File: src/rtl/pc_seq_ctrl.sv
// PC sequencing controller: decodes control-flow requests into the PC select, owns the
// return-address stack, and generates fetch flush and halt.
module pc_seq_ctrl #(
  parameter int unsigned AW        = 16,
  parameter int unsigned RAS_DEPTH = 4
) (
  input  logic          clk,
  input  logic          rst,
  input  logic [AW-1:0] pc_in,
  input  logic          stall_in,
  input  logic          jump_in,
  input  logic          call_in,
  input  logic          ret_in,
  input  logic          halt_in,
  output logic [1:0]    ps_out,
  output logic [AW-1:0] ra_out,
  output logic          flush_out,
  output logic          halted_out,
  output logic          ras_err_out
);

  localparam int unsigned IdxW = $clog2(RAS_DEPTH);
  localparam int unsigned SpW  = IdxW + 1;
  localparam logic [SpW-1:0] SpFull = SpW'(RAS_DEPTH);

  localparam logic [1:0] PsHold = 2'b00;
  localparam logic [1:0] PsSeq  = 2'b01;
  localparam logic [1:0] PsIa   = 2'b10;
  localparam logic [1:0] PsRa   = 2'b11;

  typedef enum logic [1:0] {
    StBoot,
    StRun,
    StFlush,
    StHalt
  } state_e;

  state_e          state_q, state_d;
  logic [SpW-1:0]  sp_q, sp_d;
  logic            err_q, err_d;
  logic [AW-1:0]   ras_q [RAS_DEPTH];

  logic            push;
  logic            pop;
  logic            err_set;
  logic [AW-1:0]   ret_addr;
  logic [IdxW-1:0] top_idx;
  logic            ras_empty;
  logic            ras_full;

  assign ret_addr  = pc_in + AW'(1);
  assign ras_empty = (sp_q == '0);
  assign ras_full  = (sp_q == SpFull);
  // Low bits wrap correctly for sp == RAS_DEPTH since the top bit alone is set then.
  assign top_idx   = sp_q[IdxW-1:0] - IdxW'(1);

  always_comb begin
    state_d   = state_q;
    ps_out    = PsHold;
    flush_out = 1'b0;
    push      = 1'b0;
    pop       = 1'b0;
    err_set   = 1'b0;
    unique case (state_q)
      StBoot: begin
        state_d = StRun;
      end
      StRun: begin
        if (halt_in) begin
          state_d = StHalt;
        end else if (stall_in) begin
          ps_out = PsHold;
        end else if (ret_in) begin
          if (!ras_empty) begin
            ps_out  = PsRa;
            pop     = 1'b1;
            state_d = StFlush;
          end else begin
            ps_out  = PsSeq;
            err_set = 1'b1;
          end
        end else if (call_in) begin
          ps_out  = PsIa;
          state_d = StFlush;
          if (ras_full) begin
            err_set = 1'b1;
          end else begin
            push = 1'b1;
          end
        end else if (jump_in) begin
          ps_out  = PsIa;
          state_d = StFlush;
        end else begin
          ps_out = PsSeq;
        end
      end
      StFlush: begin
        // Requests seen here belong to the squashed fetch slot.
        flush_out = 1'b1;
        if (stall_in) begin
          ps_out = PsHold;
        end else begin
          ps_out  = PsSeq;
          state_d = StRun;
        end
      end
      StHalt: begin
        ps_out = PsHold;
      end
      default: begin
        state_d = StBoot;
      end
    endcase
  end

  always_comb begin
    sp_d = sp_q;
    if (push) begin
      sp_d = sp_q + SpW'(1);
    end else if (pop) begin
      sp_d = sp_q - SpW'(1);
    end
    err_d = err_q | err_set;
  end

  always_ff @(posedge clk or posedge rst) begin
    if (rst) begin
      state_q <= StBoot;
      sp_q    <= '0;
      err_q   <= 1'b0;
    end else begin
      state_q <= state_d;
      sp_q    <= sp_d;
      err_q   <= err_d;
    end
  end

  always_ff @(posedge clk or posedge rst) begin
    if (rst) begin
      for (int i = 0; i < int'(RAS_DEPTH); i++) begin
        ras_q[i] <= '0;
      end
    end else if (push) begin
      ras_q[sp_q[IdxW-1:0]] <= ret_addr;
    end
  end

  assign ra_out      = ras_empty ? '0 : ras_q[top_idx];
  assign halted_out  = (state_q == StHalt);
  assign ras_err_out = err_q;

endmodule
File: config.mk
export PLATFORM = sky130hd
export DESIGN_NAME = pc_seq_ctrl
export DESIGN_NICKNAME = d
export VERILOG_FILES = /design/src/rtl/pc_seq_ctrl.sv
export SDC_FILE = /design/constraint.sdc
export NUM_CORES = 1
export LEC_CHECK = 0
export CORE_MARGIN = 2
export CORE_UTILIZATION = 60
export CTS_CLUSTER_DIAMETER = 30
export CTS_CLUSTER_SIZE = 10
export DETAILED_ROUTE_END_ITERATION = 16
export GPL_ROUTABILITY_DRIVEN = 0
export PLACE_DENSITY = 0.91
export REMOVE_ABC_BUFFERS = 1
export SYNTH_ARGS = -nofsm -noshare
export SYNTH_HDL_FRONTEND = slang
export SYNTH_SLANG_ARGS = --single-unit
File: constraint.sdc
create_clock -name clk -period 5.7 [get_ports clk]
set_input_delay 1.14 -clock clk [delete_from_list [all_inputs] [get_ports clk]]
set_output_delay 1.14 -clock clk [all_outputs]
set_load 0.05 [all_outputs]
# [After elaboration in Yosys (flattened, before gate mapping)]
# Index checks and enable logic that the tools add are counted.
# W data, S select, Z words.
[op_classes] add_sub_neg=4 order_cmp=3 eq_ne=8 mux=44 n_bitwise=3 n_reduce_logical=6
[ops] op="$bwmux W64" count=1
[ops] op="$mux W16" count=4
[ops] op="$bmux W16 S2" count=1
[ops] op="$demux W16 S2" count=1
[ops] op="$mux W2" count=13
[ops] op="$mux W1" count=20
[ops] op="$add A16 B1 Y16 const B" count=1
[ops] op="$ge A3 B3 Y1 const B" count=2
[ops] op="$mux W3" count=2
[ops] op="$not A2 Y3" count=2
[ops] op="$pmux W2 S3" count=1
[ops] op="$ne A5 B5 Y1 const B" count=1
[ops] op="$reduce_and A5 Y1" count=1
[ops] op="$eq A2 B2 Y1 const B" count=2
[ops] op="$ne A4 B4 Y1 const B" count=1
[ops] op="$pmux W2 S2" count=1
[ops] op="$add A3 B1 Y3 const B" count=1
[ops] op="$eq A3 B3 Y1 const B" count=1
[ops] op="$logic_not A3 Y1" count=1
[ops] op="$lt A3 B1 Y1 const B" count=1
[ops] op="$ne A3 B3 Y1 const B" count=1
[ops] op="$reduce_bool A3 Y1" count=1
[ops] op="$sub A3 B1 Y3 const B" count=1
[ops] op="$eq A2 B1 Y1 const B" count=1
[ops] op="other kinds (6)" count=6
[totals] ff_bits=70 in_bits=23 output_inout_bits=21 wordCells=75

# [Longest topological paths before layout]
# Gate-level depths: netlist of run 1.
[logic_depth] word_depth=8 ltp_mapped=11 mapped_depth_nobuf=9

# [Least setup slack after synthesis of run 1]
# OpenSTA, ideal clock, no wires.
[synth_path] kind="reg2out" from="register sp_q[0]" to="output ps_out[1]" arrival_time_ns=2.860 t_required_ns=4.560 path_slack_ns=1.700 path_stages_with_launch=8 n_path_buf=2 cell_sequence="dfrtp_1 -> buf_2 -> buf_4 -> inv_1 -> ha_1 -> and2b_1 -> a21o_1 -> nor3b_1"
[synth_via] elab_chain_len=6
[synth_lines] element="start: declaration" line="39" source="logic [SpW-1:0] sp_q, sp_d;"
[synth_lines] element="start signal: assignment" line="133" source="sp_q <= sp_d;"
[synth_lines] element="$logic_not A3 Y1" line="52" source="assign ras_empty = (sp_q == '0);"
[synth_lines] element="$mux W2" line="74" source="if (!ras_empty) begin"
[synth_lines] element="$mux W2" line="73" source="end else if (ret_in) begin"
[synth_lines] element="$mux W2" line="71" source="end else if (stall_in) begin"
[synth_lines] element="$mux W2" line="69" source="if (halt_in) begin"
[synth_lines] element="$pmux W2 S2" line="64" source="unique case (state_q)"
[synth_lines] element="end: declaration" line="15" source="output logic [1:0] ps_out,"
# Every way passes these cells.

# [Worst setup path in the final report of run 1]
[layout_path] from="register sp_q[0]" to="output ra_out[14]"
[layout_via] elab_chain_len=6
[layout_lines] element="$sub A2 B1 Y2" line="55" source="assign top_idx = sp_q[IdxW-1:0] - IdxW'(1);"
[layout_lines] element="$not A2 Y3 (implied by the code)" line="148" source="assign ra_out = ras_empty ? '0 : ras_q[top_idx];"
[layout_lines] element="$bmux W16 S2" line="148"
[layout_lines] element="$mux W16 (implied by the code) (2 in a row)" line="148"
[layout_lines] element="$mux W16 (*)" line="148"
[layout_lines] element="end: declaration" line="16" source="output logic [AW-1:0] ra_out,"
# Every way passes the cells marked *; elsewhere a longest branch is shown, timed or not. The select of a mux whose other input is x is not followed.

==> key figures, run 1 <==
Final layout
  • Fillers: 408
  • Commonest cells after routing, fill and taps aside: dfrtp_1, nand2_1, o21ai_1
  • Final #Nets: between 400 and 500
  • Fraction of layout cells with a size suffix above 1: between 10% and 20%
  • Multi-input logic area: 0.00170 mm²
  • Register area: 0.00175 mm²
  • Commonest non-fill, non-tap cell in the layout: dfrtp_1
  • Diode count: 0
  • Synth-to-Final Area Change: 20.4%

Worst setup path
  • CP Data Arrival Time: 3510 ps
  • CP Capture Type: primary output
  • Crit path launch type: flip-flop
  • CP Class: flip-flop to primary output
  • Reg2Reg Capture Point: sp_q[1]
  • CP required: 4560 ps
  • Slowest CP cell: ha_1
  • CP max FO: 20
  • Max incr delay on CP: 840 ps
  • Reg2reg setup slack: 3080 ps
  • Crit Reg-Reg Startpoint: sp_q[0]
  • Worst path cell trace: buf_4, inv_1, ha_1, mux4_2, nor2b_1, clkdlybuf4s50_1
  • Worst r2r path cells: 7

Synthesis
  • Post-synthesis compound-gate area fraction: 11.2%
  • Post-synth EDFFs: 0
  • Async S/R FF share, synth: 100%
  • Yosys warns: 0
  • Mux share of post-synthesis cell area: about 12%
  • Mapped Cells: between 300 and 400
  • Post-Synth XOR/XNOR Area: 3.69%
  • Post-Synth Simple-Gate Area: 16.7%
  • Mapped Area: 0.00356 mm²
  • Seq/Total Area, Yosys: 49.2%
  • Synth Area in Adders: 3.73%
  • Mean post-synth cell area: 10.6 µm²
  • Yosys reg bits: 70
  • Main synth FF type: dfrtp_1
  • Largest family of logic cells by synthesized area: simple AND/OR/NAND/NOR gates
  • Library cells used by synthesis: 36

CTS
  • CTS tree: built
  • Clk slew on worst S/H paths: roughly 70 ps
  • Clock buffer count from CTS: 9
  • CTS max path bufs: 2
  • Latest clock arrival within the worst-skew pair: approximately 360 ps
  • Hold_buf cts: 0
  • H-tree depth: 3
  • Post-CTS sizing: 0
  • Root buffer cell: clkbuf_8
  • Clock sink total: 70
  • # Post-CTS Setup Buffers: 0

Timing
  • Fmax: 0.215 GHz
  • Tcrit/Tclk final: 81.6%
  • Least-Margin Pin Slew: 866 ps
  • Final setup vio count: 0
  • Relative slew margins: 42.3%
  • Fin Setup TNS: 0 ps
  • Final clock skew: 8.80 ps
  • Tmin final: 4650 ps
  • Slew Viols, Final: 0
  • Unrepaired setup endpoints after global routing: no
  • Final hold vios: 0

Detailed routing
  • Post-DRT Antenna Nets: 0
  • Via density: roughly 5.9
  • Vias: approximately 2,700
  • DRC viols: 0
  • Initial drt markers: 222
  • Final wirelength: 8000 µm
  • DR WL/cell: between 15 and 20 µm
  • 1st-pass router iterations: 4

Power and ir drop
  • Power, Total: 2.38 mW
  • Power Internal: 1.42 mW
  • Comb pwr share: between 40% and 50%
  • Peak VDD IR: roughly 0.00032 V
  • Lkg Pwr: 1.85 nW
  • Clk network pwr share: 19.4%
  • PD cells: 555 mW/mm²
  • Psw: 960 µW
  • Switch share: between 40% and 50%
  • Seq pwr share: 33.0%

Global route
  • Global route overflow: 0
  • Initial antenna violation count: 0
  • Largest net degree at the start of global routing: 71
  • Vias in the first global route: 2,752
  • First-pass GRT wire length: 13,300 µm
  • GRT Util Overall: 27.3%

Floorplan
  • Rows: 28
  • Initial core utilization: 61.2%
  • Chip width: a little over 80 µm
  • Die ar.: ~0.0066 mm²
  • Io pins: between 40 and 50
  • Die Span Y: 81.0 µm
  • Core footprint: 0.00582 mm²

Status
  • Outcome: complete, no violations

Run
  • Maxcap violations: 0

Placed design
  • # port buffers: 43
  • HPWL after DPL: 5030 µm

Min path
  • Hold Crit Depth: 1
  • Worst Hold Class: flip-flop to flip-flop
  • Hold Startpoint: ras_err_out
  • Hold endpoint: ras_err_out
cells by family (layout without fill, tap and decap cells):
family,Yosys count,in the layout
flip-flops,70,70
multiplexers,23,23
AO/OA/AOI/OAI,74,74
adder cells (fa/ha/maj),10,10
buffers and inverters,27,74
AND/OR/NAND/NOR,116,116
XOR/XNOR,15,15
cell type report:
type                            count  area share [%]
Clock inverter                      5            1.90
Clock buffer                       11            3.53
Inverter                            9           0.789
Multi-Input combinational cell    238            39.6
Sequential cell                    70            40.9
Tap cell                           75            2.19
Timing Repair Buffer               49            11.1
metal layers:
metal | vias up | part of all wire [%] | track usage (%)
li1 | 1254 | - | -
met1 | 1321 | 42 | 35.5
met2 | 100 | 50 | 46.4
met3 | 12 | 6.8 | 3.56
met4 | 0 | 1.2 | 12.2
met5 | - | 0 | 0
synth_stat cells (all sizes together) (2+ instances only):
master | instances | area [µm²]
a21o | 2 | 15.0
a21oi | 4 | 20.0
buf | 5 | 27.5
clkbuf | 13 | 48.8
dfrtp | 70 | 1750
ha | 9 | 113
inv | 9 | 33.8
mux2 | 7 | 78.8
mux4 | 16 | 360
nand2 | 65 | 244
nand3 | 6 | 40.0
nand4 | 7 | 50.1
nor2 | 4 | 15.0
nor2b | 19 | 119
nor3 | 6 | 30.0
nor3b | 3 | 33.8
nor4 | 4 | 50.1
o21ai | 60 | 300
xnor2 | 14 | 123
per-stage QoR:
step	cells	area (µm²)	setup WS (ps)	utilization (%)	hold slack [ps]
floorplan	317	3480	1410	-	445
detailed placement	441	4050	1360	69.7	458
global route	457	4280	906	73.7	496
CTS	457	4280	1020	73.7	474
global placement	441	4050	1450	69.7	455
finish	457	4280	1050	73.7	472
flip-flops by register name, summed over array words and instances (netlist names):
signal       cells
ras_err_out      1
ras_q           64
sp_q             3
state_q          2
critical path: cells and delay by family (launching register included):
family | cells | cell delay (ps)
buf+inv | 3 | 1260
mux | 1 | 590
simple gates | 1 | 140
flops | 1 | 330
fa+ha+maj | 1 | 840
worst max path at each step:
stage              from         end
6_report        sp_q[0]  ra_out[14]
5_1_grt         sp_q[0]  ra_out[14]
4_1_cts         sp_q[0]  ra_out[14]
3_5_place_dp   stall_in   ps_out[1]
3_3_place_gp   stall_in   ps_out[1]
2_1_floorplan   sp_q[0]   ps_out[1]
power groups by stage:
| stage | combinational [mW] | clock, mW | sequential [mW] |
|---|---|---|---|
| CTS | 1.14 | 0.464 | 0.784 |
| detailed placement | 1.12 | 0 | 0.790 |
| floorplan | 0.780 | 0 | 0.798 |
| global placement | 1.09 | 0 | 0.774 |
| finish | 1.13 | 0.462 | 0.786 |
| global route | 1.22 | 0.482 | 0.806 |
Note: power is estimated with default switching activity, not from simulation.
==> inputs of run 2 (changes only) <==
--- a/config.mk
+++ b/config.mk
@@ -6,12 +6,12 @@
 export NUM_CORES = 1
 export LEC_CHECK = 0
 export CORE_MARGIN = 2
-export CORE_UTILIZATION = 60
+export CORE_UTILIZATION = 50
 export CTS_CLUSTER_DIAMETER = 30
 export CTS_CLUSTER_SIZE = 10
 export DETAILED_ROUTE_END_ITERATION = 16
 export GPL_ROUTABILITY_DRIVEN = 0
-export PLACE_DENSITY = 0.91
+export PLACE_DENSITY = 0.82
 export REMOVE_ABC_BUFFERS = 1
 export SYNTH_ARGS = -nofsm -noshare
 export SYNTH_HDL_FRONTEND = slang
==> constraint.sdc (replaced) <==
create_clock -name clk -period 4.2 [get_ports clk]
set_input_delay 0.84 -clock clk [delete_from_list [all_inputs] [get_ports clk]]
set_output_delay 0.84 -clock clk [all_outputs]
set_load 0.05 [all_outputs]
==> run 2 against run 1 <==
Cell count is 4.8% higher. Clock skew is 3.6 ps lower. Final area is 0.20% higher. Utilization is 11 points lower. Via count is 2.9% lower. Combinational power is 40% higher. Clock power is 3% higher. Register-to-register slack worse by 1200 ps. Sequential power is 35% higher. Die area is 19% higher. Power is 31% higher. Critical endpoint is now ps_out[0].
==> key figures, run 2 (synthesis results as in run 1) <==
Global route
  • Vias in the first global route: 2,688 (was 2,752)
  • Most Crowded Layer GR: met2 (unchanged)
  • M2 GR Usage: 35.9% (was 46.4%)
  • First-pass GRT wire length: 12,700 µm (was 13,300 µm)
  • GRT met1 Usage: 28.1% (was 35.5%)
  • Largest net degree at the start of global routing: 50 (was 71)
  • Global route overflow: 0 (unchanged)
  • Met3 global-route usage: 5.22% (was 3.56%)
  • Initial antenna violation count: 0 (unchanged)
  • GRT Util Overall: 21.7% (was 27.3%)

Timing
  • Fin Setup TNS: 0 ps (unchanged)
  • PnR worst setup slack: 738 ps (was 1050 ps)
  • Tcrit/Tclk final: 82.4%
  • Relative slew margins: 50.4% (was 42.3%)
  • Unrepaired setup endpoints after global routing: no (unchanged)
  • Slew Viols, Final: 0 (unchanged)
  • Final clock skew: 5.21 ps (was 8.80 ps)
  • Least-Margin Pin Slew: 744 ps (was 866 ps)
  • Fmax: 0.289 GHz
  • Final setup vio count: 0 (unchanged)
  • Tmin final: 3460 ps
  • Final hold vios: 0 (unchanged)

Worst setup path
  • CP required: 3360 ps (was 4560 ps)
  • Crit path launch type: primary input (was flip-flop)
  • CP Class: primary input to primary output (was flip-flop to primary output)
  • CP Capture Type: primary output (unchanged)
  • CP max FO: 8 (was 20)
  • CP Data Arrival Time: 2620 ps (was 3510 ps)

Placed design
  • HPWL after DPL: 5110 µm (was 5030 µm)
  • Placed insts: 464 (was 441)
  • # port buffers: 43 (unchanged)
  • Post-Place Cell Area: 0.00413 mm² (was 0.00405 mm²)
  • Dpl ws: 715 ps (was 1360 ps)

CTS
  • Post-CTS sizing: 0 (unchanged)
  • H-tree depth: 3 (unchanged)
  • Hold_buf cts: 0 (unchanged)
  • Latest clock arrival within the worst-skew pair: 340 ps (was 360 ps)
  • Clock sink total: 70 (unchanged)
  • # Post-CTS Setup Buffers: 0 (unchanged)
  • Root buffer cell: clkbuf_8 (unchanged)
  • CTS max path bufs: 2 (unchanged)
  • CTS tree: built (unchanged)
  • Clk slew on worst S/H paths: 70 ps (about the same)
  • Clock buffer count from CTS: 9 (unchanged)

Floorplan
  • Die Span Y: 88.4 µm (was 81.0 µm)
  • Rows: 30 (was 28)
  • Initial core utilization: 52.1% (was 61.2%)
  • Chip width: 88.4 µm (was 81.0 µm)
  • Core footprint: 0.00683 mm² (was 0.00582 mm²)
  • Io pins: 44 (unchanged)
  • Die ar.: 0.00781 mm² (was 0.00656 mm²)

Final layout
  • Fraction of layout cells with a size suffix above 1: 18.3% (was 14.4%)
  • Commonest cells after routing, fill and taps aside: dfrtp_1, nand2_1, o21ai_1 (unchanged)
  • Commonest non-fill, non-tap cell in the layout: dfrtp_1 (unchanged)
  • Non-filler cells, final: 479 (was 457)
  • Final #Nets: 412 (was 410)
  • Synth-to-Final Area Change: 20.6% (was 20.4%)
  • Diode count: 0 (unchanged)
  • Largest Register: ras_q (unchanged)
  • Finished Cell Area: 0.00429 mm² (was 0.00428 mm²)
  • Largest registers: ras_q: 64 flops, sp_q: 3 flops, state_q: 2 flops (unchanged)
  • Max reg flops: 64 (unchanged)

Min path
  • Worst Hold Class: flip-flop to flip-flop (unchanged)

Detailed routing
  • Initial drt markers: 149 (was 222)
  • Via density: 5.45 (was 5.88)
  • Vias: 2,610 (was 2,687)
  • 1st-pass router iterations: 4 (unchanged)
  • Post-DRT Antenna Nets: 0 (unchanged)
  • DRC viols: 0 (unchanged)
  • DR WL/cell: 15.8 µm (was 17.5 µm)
  • Final wirelength: 7580 µm (was 8000 µm)

Power and ir drop
  • Lkg Pwr: 1.88 nW (was 1.85 nW)
  • PD cells: 725 mW/mm² (was 555 mW/mm²)
  • Power, Total: 3.11 mW (was 2.38 mW)
  • Peak VDD IR: 0.000452 V (was 0.000318 V)

Run
  • Maxcap violations: 0 (unchanged)

Status
  • Outcome: complete, no violations (unchanged)
## run 2: final timing paths
path	from	depth (start not counted)	slack (ps)	end
setup / recovery	ret_in	5	740	ps_out[0]
hold / removal	ras_err_out	1	460	ras_err_out
setup reg to reg	state_q[1]	9	1870	sp_q[2]
hold reg to reg	ras_err_out	1	460	ras_err_out
max in group asynchronous	rst	3	2400	state_q[1]
min in group asynchronous	rst	2	820	ras_q[18]
## run 2: final cells by class
type	count	area [µm²]
Clock buffer	14	163
Clock inverter	1	5.00
Fill cell	562	2540
Inverter	9	33.8
Multi-Input combinational cell	238	1700
Sequential cell	70	1750
Tap cell	96	120
Timing Repair Buffer	51	523
## run 2: through the flow
step / utilization [%] / hold slack (ps)
after floorplan: - / 445
after global placement: 60.4 / 456
after detailed placement: 60.4 / 454
after CTS: 62.8 / 469
after global routing: 62.8 / 479
final: 62.8 / 465
## run 2: routing by layer
metal,vias up,wire length [µm]
met1,1294,3410
met4,0,95
met3,12,297
li1,1254,-
met2,50,3770
met5,-,0
## run 2: power by group
| group | switching [mW] | total [mW] | internal, mW |
|---|---|---|---|
| logic | 0.892 | 1.58 | 0.685 |
| registers | 0.140 | 1.06 | 0.919 |
| clock network | 0.233 | 0.476 | 0.243 |
## run 2: critical path: stages
cell and delay (ps):
clkdlybuf4s50_1 600, o21bai_1 150, a21oi_1 80, nor3_1 130, clkdlybuf4s50_1 820
